## config.mk

```make
export PLATFORM = sky130hd
export DESIGN_NAME = wb_regfile_flat
export DESIGN_NICKNAME = d
export VERILOG_FILES = /design/src/rtl/wb_regfile_if.sv /design/src/rtl/wb_regfile.sv /design/src/flat_wrapper.sv
export SDC_FILE = /design/constraint.sdc
export NUM_CORES = 2
export LEC_CHECK = 0
export CORE_UTILIZATION = 50
export CTS_CLUSTER_SIZE = 25
export DETAILED_ROUTE_END_ITERATION = 8
export HOLD_SLACK_MARGIN = 0.12
export PLACE_DENSITY = 0.81
export SLEW_MARGIN = 20
export SYNTH_ARGS = -nofsm -noshare
export SYNTH_HDL_FRONTEND = slang
export SYNTH_SLANG_ARGS = --single-unit
```

## constraint.sdc

```tcl
create_clock -name clk -period 4.2 [get_ports clk]
set_clock_uncertainty 0.05 [all_clocks]
set_input_delay 0.84 -clock clk [delete_from_list [all_inputs] [get_ports clk]]
set_output_delay 0.84 -clock clk [all_outputs]
set_load 0.02 [all_outputs]
```

## src/rtl/wb_regfile_if.sv

```systemverilog
// Bus bundle between the MEM/WB pipeline register, the writeback/register-file
// stage and the ID-stage read ports.
interface wb_regfile_if #(
  parameter int DATA_W = 32,
  parameter int NREG   = 32
);
  logic [NREG-1:0]   Dselect_in;
  logic [DATA_W-1:0] daddrbus_in;
  logic [DATA_W-1:0] databus_in;
  logic              LW_in;
  logic              SW_in;
  logic [NREG-1:0]   Aselect;
  logic [NREG-1:0]   Bselect;
  logic [DATA_W-1:0] abus;
  logic [DATA_W-1:0] bbus;
  logic              sel_err;

  modport master (
    output Dselect_in, daddrbus_in, databus_in, LW_in, SW_in, Aselect, Bselect,
    input  abus, bbus, sel_err
  );

  modport slave (
    input  Dselect_in, daddrbus_in, databus_in, LW_in, SW_in, Aselect, Bselect,
    output abus, bbus, sel_err
  );
endinterface

```

## src/rtl/wb_regfile.sv

```systemverilog
// Writeback stage and one-hot addressed register file with two combinational
// read ports that bypass the value being written this cycle.
module wb_regfile #(
  parameter int DATA_W = 32,
  parameter int NREG   = 32
) (
  input logic         clk,
  input logic         reset,
  wb_regfile_if.slave bus
);
  localparam int IDX_W = $clog2(NREG);

  function automatic logic is_onehot(input logic [NREG-1:0] v);
    return (v != '0) && ((v & (v - NREG'(1))) == '0);
  endfunction

  function automatic logic is_multihot(input logic [NREG-1:0] v);
    return (v & (v - NREG'(1))) != '0;
  endfunction

  function automatic logic [IDX_W-1:0] onehot_index(input logic [NREG-1:0] v);
    logic [IDX_W-1:0] idx;
    idx = '0;
    for (int i = 0; i < NREG; i++) begin
      if (v[i]) idx = idx | IDX_W'(i);
    end
    return idx;
  endfunction

  logic [DATA_W-1:0] wdata;
  logic              d_onehot;
  logic              we;
  logic [IDX_W-1:0]  widx;
  logic              sel_err_q;

  // r0 is hardwired to zero, so no storage is kept for it
  logic [DATA_W-1:0] regs [1:NREG-1];

  logic [NREG-1:0]   rd_sel  [2];
  logic [DATA_W-1:0] rd_data [2];

  assign wdata    = bus.LW_in ? bus.databus_in : bus.daddrbus_in;
  assign d_onehot = is_onehot(bus.Dselect_in);
  assign we       = ~bus.SW_in & d_onehot & ~bus.Dselect_in[0];
  assign widx     = onehot_index(bus.Dselect_in);

  // ---- commit edge: register file and sticky select error ----
  always_ff @(posedge clk) begin
    if (reset) begin
      for (int i = 1; i < NREG; i++) regs[i] <= '0;
    end else if (we) begin
      regs[widx] <= wdata;
    end
  end

  always_ff @(posedge clk) begin
    if (reset) begin
      sel_err_q <= 1'b0;
    end else if (!bus.SW_in && is_multihot(bus.Dselect_in)) begin
      sel_err_q <= 1'b1;
    end
  end

  // ---- combinational read ports with same-cycle write-through ----
  assign rd_sel[0] = bus.Aselect;
  assign rd_sel[1] = bus.Bselect;

  always_comb begin
    for (int p = 0; p < 2; p++) begin
      rd_data[p] = '0;
      if (is_onehot(rd_sel[p]) && !rd_sel[p][0]) begin
        if (we && (rd_sel[p] == bus.Dselect_in)) begin
          rd_data[p] = wdata;
        end else begin
          for (int i = 1; i < NREG; i++) begin
            if (rd_sel[p][i]) rd_data[p] = regs[i];
          end
        end
      end
    end
  end

  assign bus.abus    = rd_data[0];
  assign bus.bbus    = rd_data[1];
  assign bus.sel_err = sel_err_q;
endmodule

```

## src/flat_wrapper.sv

```systemverilog
// flat-port wrapper written by rule: the top's interface ports become plain ports
module wb_regfile_flat 
#(
  parameter int DATA_W = 32,
  parameter int NREG   = 32
)
  (clk, reset, bus_Dselect_in, bus_daddrbus_in, bus_databus_in, bus_LW_in, bus_SW_in, bus_Aselect, bus_Bselect, bus_abus, bus_bbus, bus_sel_err);
  wb_regfile_if #(.DATA_W(DATA_W), .NREG(NREG)) bus_i ();
  input logic clk;
  input logic reset;
  input wire logic [$bits(bus_i.Dselect_in)-1:0] bus_Dselect_in;
  input wire logic [$bits(bus_i.daddrbus_in)-1:0] bus_daddrbus_in;
  input wire logic [$bits(bus_i.databus_in)-1:0] bus_databus_in;
  input wire logic [$bits(bus_i.LW_in)-1:0] bus_LW_in;
  input wire logic [$bits(bus_i.SW_in)-1:0] bus_SW_in;
  input wire logic [$bits(bus_i.Aselect)-1:0] bus_Aselect;
  input wire logic [$bits(bus_i.Bselect)-1:0] bus_Bselect;
  output wire logic [$bits(bus_i.abus)-1:0] bus_abus;
  output wire logic [$bits(bus_i.bbus)-1:0] bus_bbus;
  output wire logic [$bits(bus_i.sel_err)-1:0] bus_sel_err;
  assign bus_i.Dselect_in = bus_Dselect_in;
  assign bus_i.daddrbus_in = bus_daddrbus_in;
  assign bus_i.databus_in = bus_databus_in;
  assign bus_i.LW_in = bus_LW_in;
  assign bus_i.SW_in = bus_SW_in;
  assign bus_i.Aselect = bus_Aselect;
  assign bus_i.Bselect = bus_Bselect;
  assign bus_abus = bus_i.abus;
  assign bus_bbus = bus_i.bbus;
  assign bus_sel_err = bus_i.sel_err;
  wb_regfile #(.DATA_W(DATA_W), .NREG(NREG)) u_core (.clk(clk), .reset(reset), .bus(bus_i));
endmodule
```

After elaboration in Yosys (flattened, before gate mapping) --
Memories as Yosys holds them, arrays and structs flattened. Cells that the tools add are included.
Cells by class: add/subtract/negate cells 3, $mul 0, divide/modulo/power cells 0, order comparisons 0, equality and inequality tests 2, shifts and indexed selects 0, mux-type cells 234, bitwise gates (word level) 7, reductions and logical operators 20
Operator list (count):
- $mux 32 | 194
- $reduce_bool 32->1 | 4
- $and 32x32->32 | 3
- $logic_not 32->1 | 3
- $sub 32x1->32 const B | 3
- $mux 5 | 17
- $eq 32x32->1 | 2
- $mux 4 | 8
- $reduce_or 32->1 | 1
- $mux 3 | 4
- $mux 1 | 9
- $logic_and 1x1->1 | 8
- $mux 2 | 2
- $logic_not 1->1 | 3
- $and 1x1->1 | 2
- $not 1->1 | 2
- $reduce_bool 2->1 | 1
Word-level totals: flip-flop bits (word level) 1, latch bits 0, bits in writable memories 992, memory bits (read-only) 0, bits of input ports 164, output and inout bits 65, logic and storage cells 268, memories kept 1
Memories:
- u_core.regs | words 31, bits a word 32, read ports 31, clocked after Yosys merged registers in 0, write ports 31, line wb_regfile.sv:37 | logic [DATA_W-1:0] regs [1:NREG-1];

Longest topological paths before layout --
depth after elaboration 102, depth in mapped cells 11, mapped depth without buffers 7

Worst setup path before layout --
No wires, ideal clock.
path type input port to output port, from in bus_Dselect_in[1], to out bus_bbus[30], arrival 3.485 ns, path slack -0.175 ns, stages on the path 10, buffers on the path 3, cell sequence buf_2 -> or4_4 -> o41ai_1 -> o21ai_1 -> a2111oi_4 -> and4_1 -> buf_2 -> clkbuf_1 -> nand2_1 -> a211oi_1
On the way: word-level cells in the longest chain between the ends 10
Ends and longest elaborated chain:
- start: declaration | line flat_wrapper.sv:11 | input wire logic [$bits(bus_i.Dselect_in)-1:0] bus_Dselect_in;
- $sub 32x1->32 | line wb_regfile.sv:14 | return (v != '0) && ((v & (v - NREG'(1))) == '0);
- $and 32x32->32 | line wb_regfile.sv:14
- $logic_not 32->1 | line wb_regfile.sv:14
- $logic_and 1x1->1 | line wb_regfile.sv:14
- $and 1x1->1 (2 in series) | line wb_regfile.sv:44 | assign we = ~bus.SW_in & d_onehot & ~bus.Dselect_in[0];
- $logic_and 1x1->1 * | line wb_regfile.sv:72 | if (we && (rd_sel[p] == bus.Dselect_in)) begin
- $mux 32 * | line wb_regfile.sv:72
- $mux 32 * (2 in series) | line wb_regfile.sv:71 | if (is_onehot(rd_sel[p]) && !rd_sel[p][0]) begin
- end: declaration | line flat_wrapper.sv:19 | output wire logic [$bits(bus_i.bbus)-1:0] bus_bbus;
Every way passes the cells marked *; elsewhere a longest branch is shown, timed or not. The select of a mux whose other input is x is not followed.

Final worst setup path --
from in bus_Aselect[5], to out bus_abus[14]
On the way: word-level cells in the longest chain between the ends 84
Ends and longest elaborated chain:
- start: declaration | line flat_wrapper.sv:16 | input wire logic [$bits(bus_i.Aselect)-1:0] bus_Aselect;
- $mux 32 | line wb_regfile.sv:76 | if (rd_sel[p][i]) rd_data[p] = regs[i];
- $mux 32 | line wb_regfile.sv:72
- $mux 32 | line wb_regfile.sv:71
- $mux 32 | line wb_regfile.sv:76
- $mux 32 | line wb_regfile.sv:72
- $mux 32 | line wb_regfile.sv:71
- $mux 32 | line wb_regfile.sv:76
- $mux 32 | line wb_regfile.sv:72
- [... 68 more ...]
- $mux 32 | line wb_regfile.sv:72
- $mux 32 | line wb_regfile.sv:71
- $mux 32 | line wb_regfile.sv:76
- $mux 32 | line wb_regfile.sv:72
- $mux 32 | line wb_regfile.sv:71
- $mux 32 | line wb_regfile.sv:72
- $mux 32 | line wb_regfile.sv:71
- $mux 32 * | line wb_regfile.sv:71
- end: declaration | line flat_wrapper.sv:18 | output wire logic [$bits(bus_i.abus)-1:0] bus_abus;
Marks and branches as above.

==> results.txt <==
Critical path data required time -> 3310 ps
Final TNS setup -> -26540 ps
Seq/Total Area, Yosys -> 50.2%
CTS tree -> done
Gate Count Post-Synth -> 6173
Status -> complete, but fails checks
Count leader, synth -> nor2_1
Synth top area share -> 50.2%
Initial core utilization -> 50.3%
RR Startpoint -> u_core.bus.sel_err
Hold/Removal Path Class -> flip-flop to flip-flop
Post-placement worst setup slack -> -1520 ps
DR pass1 iterations -> 8
Max-Cap Viols -> 0
Vias in the first global route -> 58.3k
Worst hold start -> u_core.bus.sel_err
# fillers -> 8836
R2r endpoint -> u_core.bus.sel_err
Mapped Nets -> 6337
Global-route usage over all layers -> 44.2%
CP Data Arrival Time -> 3930 ps
EDFF count, synth -> 992
Area leader, netlist -> edfxtp_1
Mapped Area -> 59400 µm²
Worst setup SP type -> primary input
Worst-margin pin slew -> 945 ps
Final hold viol count -> 0
Sink Count -> 993
Setup WS post-layout -> -622 ps
Failing checks -> negative setup slack
Die area -> 120000 µm²
Most used flip-flop cell after synthesis -> edfxtp_1
R2R Setup Slk -> 3540 ps
Reg2Reg Depth -> 1
Worst hold endpoint -> u_core.bus.sel_err
Final setup viols -> 64
Number of buffers created by CTS -> 109
Max_slew headroom -> 36.0%
Final Cycle Share -> 115%
Clock latency on the worst-skew pair -> 720 ps
Async set-reset flop share out of synthesis -> 0%
DP HPWL -> 191000 µm
Main area contributors after synthesis -> edfxtp_1 (50%), nor2_1 (6.9%), a21oi_1 (3.9%), clkbuf_1 (3.8%), nand2_1 (3.0%)
Nets -> 7217
Post-place instance area -> 72100 µm²
Fin crit period -> 4820 ps
Routability congestion estimate -> 1.06
Setup crit end kind -> output port
Peak VDD IR -> 0.000360 V
Crit Path Class -> primary input to output port
Vias per cell -> 7.01
Syn Area/Cell -> 9.62 µm²
Routed WL per cell -> 31.5 µm
Root Buffer Master -> clkbuf_16
Drt drc -> 0
Max Buffers Root-to-Sink -> 3
RSZ-0062 raised after global routing -> yes
Die Span Y -> 347 µm
Gr ovfl total -> 0
H-tree depth -> 3
Commonest cells post-synth -> nor2_1 (1099), edfxtp_1 (992), clkbuf_1 (601)
Max-slew violations -> 0
Worst hold stages -> 1
# hold bufs at CTS -> 0
Row count -> 126
1st-iter DRT viols -> 11.2k
Post-route ant nets -> 0
Layout area overhead -> 31.3%
Initial antenna violation count -> 7
Yosys Warn Count -> 0
Pwr/cell area -> 331 nW/µm²
DIE WIDTH -> 347 µm
Lkg Pwr -> 29.4 nW
Final instance area -> 78000 µm²
Max Freq -> 0.207 GHz
CP max FO -> 21
Clk pin slew, worst setup/hold paths -> 60 ps
Core Area -> 118000 µm²
I/O pins -> 229
Post-Route WL -> 273000 µm
#FFs+latches synth -> 993
Vias -> 60.9k
Share of layout cells above drive strength 1 -> 26.7%
Pin count of the biggest net entering global routing -> 63
Port buffer count -> 228
Distinct cells, synth -> 81
First-pass GRT wire length -> 391000 µm
Final total power -> 25.8 mW
==> kinds of logic (layout without fill, tap and decap cells) <==
logic type	after synthesis	count (layout)	share of synthesized area [%]
compound gates	1563	1564	19.8
xor+xnor	65	65	0.959
fa+ha+maj	5	5	0.0843
buf+inv	865	1838	5.74
flops	993	993	50.2
mux	64	64	1.08
other cells	0	5	0
simple gates	2618	2618	22.2
==> routing by layer <==
metal	GRT usage (%)	share of wire (%)
met2	65.9	43
met1	54.5	33
met3	11.8	15
met5	0.800	0.074
met4	34.4	9.6
==> worst max-delay path: stages <==
cell	delay, ps
buf_2	130
buf_6	230
buf_12	200
buf_4	170
nor3b_1	60
o311ai_0	520
o2111ai_1	320
a31oi_2	420
o21ai_0	140
buf_4	170
a211o_1	320
mux2i_4	240
buf_6	160
==> stage by stage <==
| step | util (%) | hold WS [ps] | cells |
|---|---|---|---|
| finish | 66.1 | 455 | 8688 |
| CTS | 65.6 | 443 | 8663 |
| detailed placement | 61.1 | 428 | 8393 |
| global route | 66.1 | 474 | 8684 |
| global placement | 61.1 | 402 | 8393 |
| floorplan | - | 543 | 6173 |
==> what timing repair did <==
action                                 4_1_cts  5_1_grt
pin swaps                                   89       76
gates cloned                                17        2
endpoints found under the hold margin        0        0
setup endpoints to repair                  201       64
setup buffers                               52       28
gates resized for setup                    606      158
==> final cells by class <==
| cell class | count | area (µm²) | area share (%) |
|---|---|---|---|
| antenna | 5 | 12.5 | 0.0160 |
| clock buffer | 124 | 2780 | 3.57 |
| clock inverter | 81 | 761 | 0.976 |
| inverter | 182 | 683 | 0.876 |
| multi-input combinational | 4316 | 28100 | 36.0 |
| sequential | 993 | 29800 | 38.2 |
| tap | 1536 | 1920 | 2.47 |
| timing repair buffer | 1451 | 13900 | 17.9 |
==> state kept, by name (all words and copies together), names as in the netlist <==
register / flops
u_core.bus.sel_err: 1
u_core.regs: 992
==> where the power goes <==
part / total (mW) / switching, mW / internal [mW] / leakage (nW)
sequential: 11.7 / 0.290 / 11.4 / 9.42
combinational: 4.36 / 2.75 / 1.62 / 18.3
clock: 9.76 / 4.26 / 5.50 / 1.74
total: 25.8 / 7.29 / 18.5 / 29.4
==> worst max-delay path by stage <==
stage / from / slack, ps / depth (start not counted) / endpoint
after floorplan: bus_Bselect[13] / -90 / 10 / bus_bbus[0]
after global placement: bus_Aselect[4] / -1500 / 12 / bus_abus[0]
after detailed placement: bus_Aselect[4] / -1520 / 12 / bus_abus[0]
after CTS: bus_Dselect_in[10] / -550 / 12 / bus_abus[14]
after global routing: bus_Dselect_in[1] / -600 / 12 / bus_abus[14]
final: bus_Aselect[5] / -620 / 13 / bus_abus[14]
==> cells in the final DEF, fill, tap and decap left out, drive strengths merged, types with 65 or more instances in the layout <==
cell / synthesis / layout
o311ai: 95 / 95
nor3b: 221 / 221
a221oi: 65 / 65
a21oi: 467 / 467
clkdlybuf4s50: 0 / 71
inv: 182 / 185
nor3: 125 / 125
edfxtp: 992 / 992
o41ai: 66 / 66
nor2b: 254 / 254
nor2: 1128 / 1128
o311a: 90 / 90
a2111oi: 69 / 69
clkbuf: 601 / 137
nor4: 96 / 96
buf: 82 / 1332
nand2: 483 / 483
nand2b: 75 / 75
o21ai: 89 / 89
o2111ai: 93 / 93
o211ai: 67 / 67
Power figures use the tool's default switching activity.
